[config.mk]
export PLATFORM = sky130hd
export DESIGN_NAME = measure_display
export DESIGN_NICKNAME = d
export VERILOG_FILES = /design/src/rtl/measure_display.sv
export SDC_FILE = /design/constraint.sdc
export NUM_CORES = 1
export LEC_CHECK = 0
export CORE_MARGIN = 5
export CORE_UTILIZATION = 40
export CTS_CLUSTER_SIZE = 40
export DETAILED_ROUTE_END_ITERATION = 16
export HOLD_SLACK_MARGIN = 0.03
export MAX_ROUTING_LAYER = met4
export PLACE_DENSITY = 0.64
export SLEW_MARGIN = 20
export SYNTH_ARGS = -nofsm -noshare
export SYNTH_HDL_FRONTEND = slang
export SYNTH_SLANG_ARGS = --single-unit
[constraint.sdc]
create_clock -name clock -period 5.8 [get_ports clock]
set_clock_uncertainty 0.2 [all_clocks]
set_input_delay 0.87 -clock clock [delete_from_list [all_inputs] [get_ports clock]]
set_output_delay 0.87 -clock clock [all_outputs]
set_load 0.1 [all_outputs]
[src/rtl/measure_display.sv]
// Samples a 14-bit measurement, converts it to BCD with an iterative double-dabble
// engine and drives four active-low seven-segment digits with blanking and over-range.
//
// state | meaning
// IDLE  | waiting for refresh tick or update request
// LOAD  | capture num/enable, clear BCD, arm bit counter
// SHIFT | one add-3/shift step per cycle, 14 steps
// LATCH | hex outputs show the new value, done pulses
module measure_display #(
  parameter int REFRESH_DIV = 500000,
  parameter bit BLANK_ZEROS = 1'b1
) (
  input  logic        clock,
  input  logic        resetn,
  input  logic [13:0] num,
  input  logic        enable,
  input  logic        update,
  output logic [6:0]  hex0,
  output logic [6:0]  hex1,
  output logic [6:0]  hex2,
  output logic [6:0]  hex3,
  output logic        busy,
  output logic        done
);

  typedef enum logic [1:0] {IDLE, LOAD, SHIFT, LATCH} state_t;

  localparam logic [6:0] SEG_OFF  = 7'h7F;
  localparam logic [6:0] SEG_DASH = 7'b0111111;

  state_t      state, state_nxt;
  logic [23:0] refresh_cnt;
  logic        tick;
  logic [13:0] bin, num_cap;
  logic        en_cap;
  logic [15:0] bcd, bcd_adj, bcd_nxt;
  logic [13:0] bin_nxt;
  logic [29:0] shifted;
  logic [3:0]  bit_cnt;
  logic [3:0]  d0, d1, d2, d3;
  logic        blank1, blank2, blank3;
  logic [6:0]  hex0_nxt, hex1_nxt, hex2_nxt, hex3_nxt;

  function automatic logic [6:0] seg7(input logic [3:0] d);
    case (d)
      4'd0:    seg7 = 7'b1000000;
      4'd1:    seg7 = 7'b1111001;
      4'd2:    seg7 = 7'b0100100;
      4'd3:    seg7 = 7'b0110000;
      4'd4:    seg7 = 7'b0011001;
      4'd5:    seg7 = 7'b0010010;
      4'd6:    seg7 = 7'b0000010;
      4'd7:    seg7 = 7'b1111000;
      4'd8:    seg7 = 7'b0000000;
      4'd9:    seg7 = 7'b0010000;
      default: seg7 = SEG_OFF;
    endcase
  endfunction

  assign tick = (refresh_cnt == 24'(REFRESH_DIV - 1));

  always_ff @(posedge clock or negedge resetn) begin
    if (!resetn) refresh_cnt <= '0;
    else         refresh_cnt <= tick ? '0 : refresh_cnt + 24'd1;
  end

  always_ff @(posedge clock or negedge resetn) begin
    if (!resetn) state <= IDLE;
    else         state <= state_nxt;
  end

  always_comb begin
    state_nxt = state;
    busy      = 1'b0;
    done      = 1'b0;
    case (state)
      IDLE:  if (tick || update) state_nxt = LOAD;
      LOAD:  begin busy = 1'b1; state_nxt = SHIFT; end
      SHIFT: begin busy = 1'b1; if (bit_cnt == 4'd0) state_nxt = LATCH; end
      LATCH: begin busy = 1'b1; done = 1'b1; state_nxt = IDLE; end
      default: state_nxt = IDLE;
    endcase
  end

  // add-3 correction per nibble, then one shift of the combined {bcd, bin} register
  always_comb begin
    bcd_adj = bcd;
    for (int i = 0; i < 4; i++) begin
      if (bcd[4*i +: 4] >= 4'd5) bcd_adj[4*i +: 4] = bcd[4*i +: 4] + 4'd3;
    end
    shifted = {bcd_adj, bin} << 1;
    bcd_nxt = shifted[29:14];
    bin_nxt = shifted[13:0];
  end

  // hex values are formed from the result of the final shift so they land with done
  always_comb begin
    d0 = bcd_nxt[3:0];
    d1 = bcd_nxt[7:4];
    d2 = bcd_nxt[11:8];
    d3 = bcd_nxt[15:12];
    blank3 = BLANK_ZEROS && (d3 == 4'd0);
    blank2 = blank3 && (d2 == 4'd0);
    blank1 = blank2 && (d1 == 4'd0);
    hex0_nxt = SEG_OFF;
    hex1_nxt = SEG_OFF;
    hex2_nxt = SEG_OFF;
    hex3_nxt = SEG_OFF;
    if (en_cap) begin
      if (num_cap > 14'd9999) begin
        hex0_nxt = SEG_DASH;
        hex1_nxt = SEG_DASH;
        hex2_nxt = SEG_DASH;
        hex3_nxt = SEG_DASH;
      end else begin
        hex0_nxt = seg7(d0);
        hex1_nxt = blank1 ? SEG_OFF : seg7(d1);
        hex2_nxt = blank2 ? SEG_OFF : seg7(d2);
        hex3_nxt = blank3 ? SEG_OFF : seg7(d3);
      end
    end
  end

  always_ff @(posedge clock or negedge resetn) begin
    if (!resetn) begin
      bin     <= '0;
      num_cap <= '0;
      en_cap  <= 1'b0;
      bcd     <= '0;
      bit_cnt <= '0;
      hex0    <= SEG_OFF;
      hex1    <= SEG_OFF;
      hex2    <= SEG_OFF;
      hex3    <= SEG_OFF;
    end else begin
      case (state)
        LOAD: begin
          bin     <= num;
          num_cap <= num;
          en_cap  <= enable;
          bcd     <= '0;
          bit_cnt <= 4'd13;
        end
        SHIFT: begin
          bcd     <= bcd_nxt;
          bin     <= bin_nxt;
          bit_cnt <= bit_cnt - 4'd1;
          if (bit_cnt == 4'd0) begin
            hex0 <= hex0_nxt;
            hex1 <= hex1_nxt;
            hex2 <= hex2_nxt;
            hex3 <= hex3_nxt;
          end
        end
        default: ;
      endcase
    end
  end

endmodule

---- Word level (Yosys, flattened, before mapping) ----
Memory sizes are Yosys's and may differ from the RTL's.
Cells that the tools add are included.
operators by class
  reductions and logical operators ........ 12
  multiplexer cells ....................... 24
  equality and inequality tests ........... 6
  magnitude comparators ................... 5
  add/sub/neg operators ................... 6
operators with widths
  kind                                                                                  count
  7-bit 2-to-1 mux                                                                      11
  16-bit case mux with 2 select lines                                                   1
  14-bit case mux with 2 select lines                                                   1
  24-bit by 1-bit adder with 24-bit output (second input constant)                      1
  24-bit by 19-bit == test with 1-bit output (second input constant)                    1
  24-bit 2-to-1 mux                                                                     1
  4-bit by 3-bit greater-or-equal comparator with 1-bit output (second input constant)  4
  4-bit zero test                                                                       4
  14-bit greater-than comparator (second input constant)                                1
  4-bit by 2-bit adder with 4-bit output (second input constant)                        3
  4-bit 2-to-1 mux                                                                      3
  2-bit case mux with 4 select lines                                                    1
  4-bit case mux with 2 select lines                                                    1
  2-bit == test (second input constant)                                                 2
  2-bit 2-to-1 mux                                                                      2
  2-bit inequality test (second input constant)                                         2
  2-bit AND reduction                                                                   2
  4-bit by 1-bit subtractor with 4-bit output (second input constant)                   1
  3-bit by 2-bit adder with 3-bit output (second input constant)                        1
  3-bit 2-to-1 mux                                                                      1
  3-bit OR reduction                                                                    1
  2-bit by 1-bit == test with 1-bit output (second input constant)                      1
  1-bit logical AND                                                                     2
  2-bit zero test                                                                       1
  other kinds (3)                                                                       4
storage, ports and cells
  bits in registers ....................... 103
  memory bits (read-only) ................. 448
  memories ................................ 4
  input bits .............................. 18
  output and inout port bits .............. 30
  logic and storage cells ................. 68
memory list
  name             words  bits a word  read ports  clocked after memory_dff  wr ports  line  RTL
  (no name shown)  16     7            1           0                         0         45    case (d)
  (no name shown)  16     7            1           0                         0         45
  (no name shown)  16     7            1           0                         0         45
  (no name shown)  16     7            1           0                         0         45

---- Longest topological paths before layout ----
  depth after elaboration ................. 8
  mapped depth ............................ 11
  mapped depth without buffers ............ 8

---- Worst setup path before layout ----
OpenSTA, ideal clock, no wires.
  kind .................................... reg-to-reg
  start point ............................. register bcd[12]
  end point ............................... register hex1[3]
  stages on the path, launching flop included .. 10
  path buffers ............................ 1
  required time ........................... 5.523 ns
  clock period less this slack ............ 2.661 ns
  arrival time ............................ 2.384 ns
  setup time .............................. 0.077 ns
  slack ................................... 3.139 ns
  cell sequence ........................... dfrtp_1 -> inv_1 -> clkbuf_1 -> ha_1 -> nand2b_2 -> a2111oi_4 -> a31oi_2 -> nor4_4 -> a311oi_4 -> a31oi_1
on the way
  longest elaborated chain between the ends .. 8
  elaborated cells on any way between the ends .. 9
  those cells by class .................... add/sub (1); order compare (1); mux (4); reduce/logical (3)
ends and longest elaborated chain
  item                                                                                                                    line  RTL
  start: declaration                                                                                                      36    logic [15:0] bcd, bcd_adj, bcd_nxt;
  start signal: assignment                                                                                                145   bcd <= bcd_nxt;
  4-bit by 3-bit greater-or-equal comparator with 1-bit output or 3-bit by 2-bit adder with 3-bit output (tied branches)  89    if (bcd[4*i +: 4] >= 4'd5) bcd_adj[4*i +: 4] = bcd[4*i +: 4] + 4'd3;
  3-bit 2-to-1 mux *                                                                                                      89
  4-bit zero test *                                                                                                       102   blank3 = BLANK_ZEROS && (d3 == 4'd0);
  1-bit logical AND *                                                                                                     103   blank2 = blank3 && (d2 == 4'd0);
  1-bit logical AND *                                                                                                     104   blank1 = blank2 && (d1 == 4'd0);
  7-bit 2-to-1 mux *                                                                                                      117   hex1_nxt = blank1 ? SEG_OFF : seg7(d1);
  7-bit 2-to-1 mux *                                                                                                      110   if (num_cap > 14'd9999) begin
  7-bit 2-to-1 mux *                                                                                                      109   if (en_cap) begin
  end signal: assignment                                                                                                  150   hex1 <= hex1_nxt;
  end: declaration                                                                                                        19    output logic [6:0] hex1,
Every way passes the cells marked *; elsewhere a longest branch is shown, timed or not.
A chain may end at the register's enable or synchronous reset.

---- Worst setup path after layout ----
  start point ............................. register state[0]
  end point ............................... output port busy
on the way
  longest elaborated chain between the ends .. 3
  elaborated cells on any way between the ends .. 5
  those cells by class .................... eq/ne (3); mux (1); reduce/logical (1)
ends and longest elaborated chain
  item                                                                       line  RTL
  start: declaration                                                         31    state_t state, state_nxt;
  start signal: assignment                                                   69    else state <= state_nxt;
  2-bit == test or 2-bit by 1-bit == test with 1-bit output (tied branches)  76    case (state)
  3-bit OR reduction (no source line) *                                      --
  1-bit 2-to-1 mux *                                                         76
  end: declaration                                                           22    output logic busy,
Marked as above.

==> results.md <==
- Status: finished clean
- Worst-path maximum fanout: 4
- Diode count: 0
- Slew @ Worst Pin: 1.067 ns
- Syn Std Cell Area: 5539 µm²
- Post-route insts no fill: 789
- Sequential share of the synthesized area: 45.36%
- Most frequent cells in the layout: dfrtp_1 (71), nor2_1 (59), a21oi_1 (47)
- Avg Cell Area, Syn: 9.701 µm²
- Hpwl dp: 8915 µm
- Min-Delay Path Class: reg2reg
- Post-synth top area share: 32.08%
- WL per Instance: 16.09 µm
- Slew HR: 28.87%
- Num ports: 48
- Pwr dens: 377.3 nW/µm²
- Post-placement cell count: 773
- Total wire length: 12690 µm
- Die Wd: 127.7 µm
- CTS Buffer Depth: 2
- Grt met3 use: 3.458%
- Slew Limit Fails: 0
- Max cap viols: 0
- Chip height: 127.7 µm
- First-pass GRT wire length: 21830 µm
- Commonest non-fill, non-tap cell in the layout: dfrtp_1
- Port-buffer cells: 47
- Largest net degree at the start of global routing: 60
- Nets: 637
- Synthesized net count: 604
- Required @ worst endpoint: 4.73 ns
- Layout cells sized above 1: 13.46%
- Post-route minimum period: 3.314 ns
- Critical path arrival: 2.24 ns
- WS Path Type: reg2out
- Reg clk slew, reported paths: 0.07 ns
- Die Area: 16300 µm²
- Setup TNS: 0 ns
- GR peak layer: met2
- Worst VDD drop: 0.0003875 V
- Worst setup SP type: flop
- Total grt overflow: 0
- Synth top area cells: dfrtp_1 (32%), dfstp_2 (13%), a21oi_1 (4.2%)
- DRC: 0
- Area Growth Syn to Fin: 15.86%
- Number of flops mapped to enable cells by yosys: 0
- Hold path depth: 1
- Grt met2 use: 26.42%
- DR vias/cell: 5.612
- R2R Setup Slk: 2.51 ns
- Leakage Power: 0.002552 µW
- Clock Sinks: 99
- Starting Density: 40.37%
- Fin util: 46.78%
- Critical path endpoint category: output port
- Vias: 4428
- Core Region: 13720 µm²
- Setup WS post-layout: 2.486 ns
- Cells after synthesis: 571
- Routability Congestion: 0.8890
- DRT Pass-1 Iters: 5
- Global routing usage on met1: 21.76%
- CTS Hold Bufs: 0
- Yosys top cell by area: dfrtp_1
- Distinct cells, synth: 73
- Htree depth: 3
- #FFs+latches synth: 99
- Total GRT Usage: 16.90%
- Initial antenna violation count: 0
- Post-cts resize count: 0
- Synth Warn #: 0
- Num rows: 43
- R2R depth: 8
- Num CTS Buffers: 9
- Setup bufs post-CTS: 0
- Root Driver: clkbuf_16
- Final ANT Viol Nets: 0
- Pre-CTS WS: 2.579 ns
- Fmax achieved: 301.8 MHz
- Vias in the first global route: 4451
- Main synth FF type: dfrtp_1
- RSZ-0062 raised after global routing: false
- # setup viols final: 0
- CTS tree: yes
- Hold Vio Cnt, Final: 0
- Final worst path period share: 57.13%
- Clock latency at the later pin of the worst-skew pair: 0.35 ns
- Initial DRC count: 313
- Synth async-reset ratio: 100.0%
- Fill cell count: 1292
cell type report:
| type | count | area [µm²] | share of cell area [%] |
|---|---|---|---|
| multi-input cells | 416 | 2799 | 43.61 |
| flip-flops and latches | 99 | 2512 | 39.15 |
| repair buffers | 52 | 505.5 | 7.877 |
| clock buffers | 10 | 229.0 | 3.568 |
| well taps | 180 | 225.2 | 3.509 |
| inverters | 26 | 97.59 | 1.521 |
| clock inverters | 6 | 48.80 | 0.7604 |
worst max-delay path, cell delays in order (launching register included):
cell	delay (ns)
dfrtp_1	0.39
inv_1	0.10
ha_1	0.22
inv_1	0.06
clkdlybuf4s50_1	1.13
sequential cells by signal, summed over array words and instances (netlist names):
register	flops
bcd	16
refresh_cnt	24
bit_cnt	4
hex2	7
hex1	7
en_cap	1
hex0	7
hex3	7
bin	14
state	2
num_cap	10
metrics by stage:
step / instance area, µm² / hold WS (ns) / power (µW)
after detailed placement: 6140 / 0.2732 / 1873
after CTS: 6417 / 0.2859 / 2452
after global routing: 6417 / 0.3171 / 2570
after global placement: 6140 / 0.2688 / 1845
after floorplan: 5539 / 0.2463 / 1650
final: 6417 / 0.2836 / 2421
cells by family after synthesis:
logic type | count (synthesis) | share of synthesized area, %
compound gates | 159 | 19.07
xor+xnor | 30 | 4.879
buf+inv | 56 | 4.382
flops | 99 | 45.36
mux | 33 | 6.370
simple gates | 179 | 16.56
fa+ha+maj | 15 | 3.388
worst paths after layout:
kind                                           start                        end
hold reg to reg            refresh_cnt[23]$_DFF_PN0_  refresh_cnt[23]$_DFF_PN0_
setup / recovery                state[0]$_DFFE_PN0P_                       busy
hold / removal             refresh_cnt[23]$_DFF_PN0_  refresh_cnt[23]$_DFF_PN0_
min in group asynchronous                     resetn   refresh_cnt[8]$_DFF_PN0_
max in group asynchronous                     resetn        hex2[3]$_DFFE_PN1P_
setup reg to reg                 bcd[12]$_DFFE_PN0P_        hex3[3]$_DFFE_PN1P_
cells in the mapped netlist (3+ instances only):
master and instances:
dfstp_2 28, inv_1 24, mux2i_1 18, o221ai_1 4
nand3_1 22, nor3_1 11, buf_2 8, o21a_1 4
nor2b_1 4, a21boi_0 3, xor2_1 10, a21o_1 4
nor2_1 59, xnor2_1 19, a211oi_1 3, and3_1 5
a221o_1 3, o211ai_1 4, o21ai_0 31, o22ai_1 18
ha_1 15, clkbuf_1 17, a22oi_1 3, a31oi_1 6
nand4_1 8, dfrtp_1 71, nand2b_1 6, or3_1 4
nand2_1 36, mux2_2 14, a21oi_1 47, o22a_1 7
per-layer routing:
| metal | wire (µm) | part of all wire [%] |
|---|---|---|
| met5 | 0 | 0 |
| met1 | 5750 | 45 |
| met3 | 649 | 5.1 |
| met4 | 258 | 2.0 |
| met2 | 6035 | 48 |
report_power, final:
group          leakage (µW)  switching [µW]  internal (µW)
logic               0.00124             605            309
clock network      0.000126             274            295
registers           0.00118            96.7            842
(Power assumes the default switching activity.)
